`src/rtl/seqdet_rr_sched.sv`:
```
// Round-robin front end that shares one serial Moore pattern detector
// between two word requesters and reports the hit count per word.
module seqdet_rr_sched #(
    parameter int W     = 8,
    parameter int CNT_W = 4
) (
    input  logic             clk,
    input  logic             clr,
    input  logic             req0_valid,
    input  logic [W-1:0]     req0_data,
    output logic             req0_ready,
    input  logic             req1_valid,
    input  logic [W-1:0]     req1_data,
    output logic             req1_ready,
    output logic             det_din,
    output logic             det_clr,
    input  logic             det_hit,
    output logic             res_valid,
    output logic             res_ch,
    output logic [CNT_W-1:0] res_count,
    input  logic             res_ready,
    output logic             busy
);

    localparam int BW = $clog2(W);
    localparam logic [CNT_W-1:0] CMAX = '1;

    typedef enum logic [2:0] {
        IDLE,
        CLEAR,
        SHIFT,
        FLUSH,
        REPORT
    } state_t;

    state_t           state_q, state_d;
    logic [W-1:0]     shreg_q, shreg_d;
    logic [BW-1:0]    bitcnt_q, bitcnt_d;
    logic [CNT_W-1:0] hitcnt_q, hitcnt_d;
    logic             cur_ch_q, cur_ch_d;
    logic             last_ch_q, last_ch_d;

    logic gnt;
    logic idle;
    logic accept;

    // Both valid: the channel not served last wins; otherwise the valid one.
    assign gnt        = (req0_valid & req1_valid) ? ~last_ch_q : req1_valid;
    assign idle       = (state_q == IDLE);
    assign req0_ready = idle & ~clr & req0_valid & ~gnt;
    assign req1_ready = idle & ~clr & req1_valid & gnt;
    assign accept     = req0_ready | req1_ready;

    assign det_clr   = clr | (state_q == CLEAR);
    assign det_din   = (state_q == SHIFT) & shreg_q[W-1];
    assign res_valid = (state_q == REPORT);
    assign res_ch    = cur_ch_q;
    assign res_count = hitcnt_q;
    assign busy      = ~idle;

    always_ff @(posedge clk or posedge clr) begin
        if (clr) begin
            state_q   <= IDLE;
            shreg_q   <= '0;
            bitcnt_q  <= '0;
            hitcnt_q  <= '0;
            cur_ch_q  <= 1'b0;
            last_ch_q <= 1'b1;
        end else begin
            state_q   <= state_d;
            shreg_q   <= shreg_d;
            bitcnt_q  <= bitcnt_d;
            hitcnt_q  <= hitcnt_d;
            cur_ch_q  <= cur_ch_d;
            last_ch_q <= last_ch_d;
        end
    end

    always_comb begin
        state_d   = state_q;
        shreg_d   = shreg_q;
        bitcnt_d  = bitcnt_q;
        hitcnt_d  = hitcnt_q;
        cur_ch_d  = cur_ch_q;
        last_ch_d = last_ch_q;
        unique case (state_q)
            IDLE: begin
                if (accept) begin
                    shreg_d  = gnt ? req1_data : req0_data;
                    cur_ch_d = gnt;
                    bitcnt_d = '0;
                    hitcnt_d = '0;
                    state_d  = CLEAR;
                end
            end
            CLEAR: state_d = SHIFT;
            SHIFT: begin
                // A hit seen in the first SHIFT cycle predates this word.
                if (det_hit && bitcnt_q != '0 && hitcnt_q != CMAX)
                    hitcnt_d = hitcnt_q + 1'b1;
                shreg_d  = shreg_q << 1;
                bitcnt_d = bitcnt_q + 1'b1;
                if (bitcnt_q == BW'(W - 1))
                    state_d = FLUSH;
            end
            FLUSH: begin
                if (det_hit && hitcnt_q != CMAX)
                    hitcnt_d = hitcnt_q + 1'b1;
                state_d = REPORT;
            end
            REPORT: begin
                if (res_ready) begin
                    last_ch_d = cur_ch_q;
                    state_d   = IDLE;
                end
            end
            default: state_d = IDLE;
        endcase
    end

endmodule

```
`config.mk`:
```
export PLATFORM = sky130hd
export DESIGN_NAME = seqdet_rr_sched
export DESIGN_NICKNAME = d
export VERILOG_FILES = /design/src/rtl/seqdet_rr_sched.sv
export SDC_FILE = /design/constraint.sdc
export NUM_CORES = 1
export LEC_CHECK = 0
export CAP_MARGIN = 20
export CORE_MARGIN = 3
export CORE_UTILIZATION = 51
export DETAILED_ROUTE_END_ITERATION = 7
export HOLD_SLACK_MARGIN = 0.15
export PLACE_DENSITY = 0.84
export REMOVE_ABC_BUFFERS = 1
export SLEW_MARGIN = 15
export SYNTH_ARGS = -nofsm -noshare
export SYNTH_HDL_FRONTEND = slang
export SYNTH_SLANG_ARGS = --single-unit
```
`constraint.sdc`:
```
create_clock -name clk -period 3.4 [get_ports clk]
set_input_delay 0.34 -clock clk [delete_from_list [all_inputs] [get_ports clk]]
set_output_delay 0.34 -clock clk [all_outputs]
set_load 0.005 [all_outputs]
```
==> flow_summary_export.csv <==
group,metric,value,unit
status,status,"finished, final reports clean",
sta,tightestPinTransition,0.5047,ns
sta,setup_viol,0,
finish,n_antenna_cell,0,
yosys,synth_edf_count,0,
cts,clk_latency,0.31,ns
yosys,synthesis.instances,131,
power,power_density,787.8,nW/um^2
worst_setup_path,crit_cells,4,
power,comb_power_share,49.5,%
cts,cts-buffers-inserted,3,
yosys,ys.warnings.count,0,
drt,drc,0,
yosys,synthArstFlopShare,100.0,%
floorplanning,die_w,54.36,um
floorplanning,row_count,16,
yosys,seq_area_frac_synth,42.08,%
placement,numPortBuffers,32,
worst_setup_path,r2r_cells,4,
placement,dpl.cell_count,187,
grt,grt_pass1_wl,4409,um
cts,cts_resized,0,
worst_setup_path,critPathBufInv,1,
drt,first_iter_violations,13,
sta,skew,0.003632,ns
worst_setup_path,max_stage_delay,0.58,ns
floorplanning,start_util,57.27,%
cts,clock_path_buffers,2,
run,max_cap_viol_count,0,
yosys,synth_area_leader_cell,"dfrtp_1",
sta,finalCritPeriodShare,69.50,%
sta,finalMaxSlewViolations,0,
worst_setup_path,cp_max_fo,14,
power,power_frac_seq,39.1,%
yosys,ys.flop_type,"dfrtp_1",
worst_setup_path,cpLargestDelayFamily,"simple AND/OR/NAND/NOR gates",
power,p_int,730.7,uW
finish,design_area,1558,um^2
floorplanning,coreArea,2082,um^2
yosys,synth_top_cell_area_share,39.87,%
cts,clock_sinks,20,
grt,antenna_found_initial,0,
worst_setup_path,critPathArrivalTime,2.02,ns
drt,drtAntennaViolNets,0,
worst_setup_path,critPathKind,"register to output port",
worst_setup_path,critPathRequiredTime,3.06,ns
cts,clk_pin_slew_worst_paths,0.11,ns
cts,cts-htree-levels,1,
finish,finalNonFillerCells,191,
power,p_total,1.227,mW
floorplanning,die_area,2954,um^2
cts,postCtsSetupRepairBufs,0,
grt,grtUsageTotal,21.23,%
cts,cts_tree,"yes",
power,power.switching,496.5,uW
sta,min_period,2.363,ns
placement,detailed_place_hpwl,2067,um
worst_setup_path,start_kind,"register",
drt,drt-total-wl,2657,um
power,p_clk_share,11.4,%
power,peakVddDrop,0.4526,mV
hold_path,hp-class,"input port to async pin",
placement,post_dp_cell_area,1521,um^2
placement,routabilityCongestion,0.7323,
worst_setup_path,cp_slowest_cell,"dfrtp_1",
grt,grt_max_degree,20,
yosys,syn_area,1192,um^2
worst_setup_path,worstSetupEndpointType,"output port",
worst_setup_path,cp_cell_sequence,"nor4_2, nand2_1, nor2_1, clkdlybuf4s50_1",
cts,holdBufCountCts,0,
yosys,synth.avg_cell_area,9.102,um^2
floorplanning,die_y,54.36,um
yosys,synth-seq-cells,20,
sta,fin_ws,1.037,ns
sta,fmax,423.2,MHz
drt,viasPerCell,5.471,
drt,dr.pass1.iters,4,
finish,nets,191,
drt,num_vias,1045,
drt,post_drt_wl_per_cell,13.91,um
sta,grt_setup_unrepaired,"false",
sta,hold_violations,0,
yosys,synth_area_leaders,"dfrtp_1 (40%), nand2_1 (11%), ha_1 (4.2%), and3_1 (3.1%), nor2_1 (3.1%)",
grt,grt_pass1_vias,1034,
power,p_leak,0.7093,nW
power,swShare,40.46,%
placement,pre_cts_slack,1.123,ns
finish,synthToLayoutAreaGrowth,30.64,%
sta,fin_tns_setup,0,ns
cts,clockRootBuffer,"clkbuf_4",
yosys,synth_cell_types,39,
sta,slew_headroom,65.82,%
finish,drive_above_1_share,12.20,%
finish,finalCoreUtilization,74.82,%
grt,overflow,0,
sta,whs,0.3450,ns
floorplanning,pin_count,33,
==> cell usage in the layout, fill, tap and decap left out, types with 2 or more instances in the layout <==
cell	count
nor2_1	10
o31ai_1	5
inv_1	6
o21ai_1	4
clkbuf_4	3
nand3_1	5
o31ai_2	2
dfrtp_1	19
mux2i_1	3
and3_1	6
ha_1	4
clkdlybuf4s50_1	32
nand2_1	36
and3_4	2
==> cells in the mapped netlist, types with 2 or more instances <==
cell and number:
buf_6 2, mux2i_1 3, o31ai_1 5, ha_1 4, and3_1 6, o31ai_2 2, and3_4 2, buf_2 2
nor2_1 10, dfrtp_1 19, nand3_1 5, o21ai_1 4, inv_1 6, nand2_1 36
==> logic make-up after synthesis <==
kind of cell,Yosys count,share of synthesized area [%]
fa+ha+maj,4,4.197
xor+xnor,1,0.7347
buf+inv,11,4.931
compound gates,21,14.59
flops,20,42.08
simple gates,70,30.01
mux,4,3.463
==> sequential cells by signal, indices dropped and copies added (netlist names) <==
name	cells
last_ch_q	1
state_q	3
shreg_q	8
res_ch	1
res_count	4
bitcnt_q	3
==> final cells by class <==
type	instances	area, um^2
Multi-Input combinational cell	100	631.9
Fill cell	165	524.3
Sequential cell	20	501.7
Timing Repair Buffer	33	327.8
Clock buffer	4	36.28
Tap cell	27	33.78
Inverter	7	26.28
==> path summary, 6_finish.rpt <==
| check | start | end | slack, ns |
|---|---|---|---|
| min in group clk | shreg_q[7]$_DFFE_PP0P_ | shreg_q[7]$_DFFE_PP0P_ | 0.49 |
| min reg2reg | shreg_q[7]$_DFFE_PP0P_ | shreg_q[7]$_DFFE_PP0P_ | 0.49 |
| max in group asynchronous | clr | last_ch_q$_DFFE_PP1P_ | 2.49 |
| max | state_q[1]$_DFFE_PP0P_ | req0_ready | 1.04 |
| max reg2reg | state_q[1]$_DFFE_PP0P_ | res_count[1]$_DFFE_PP0P_ | 1.64 |
| min | clr | state_q[1]$_DFFE_PP0P_ | 0.35 |
==> metal layers <==
metal  global-route usage (%)  vias to the layer above  part of all wire [%]
li1                         -                      515                     -
met1                    23.45                      486                    42
met2                    38.05                       38                    51
met3                    4.360                        6                   5.5
met4                    10.79                        0                   1.8
met5                        0                        -                     0
==> power groups by stage <==
stage / Clock (mW) / Combinational (mW) / Sequential (mW)
floorplan: 0 / 0.407 / 0.458
global placement: 0 / 0.589 / 0.474
detailed placement: 0 / 0.615 / 0.482
CTS: 0.146 / 0.616 / 0.477
global route: 0.154 / 0.690 / 0.495
finish: 0.140 / 0.608 / 0.479
(Power assumes the default switching activity.)
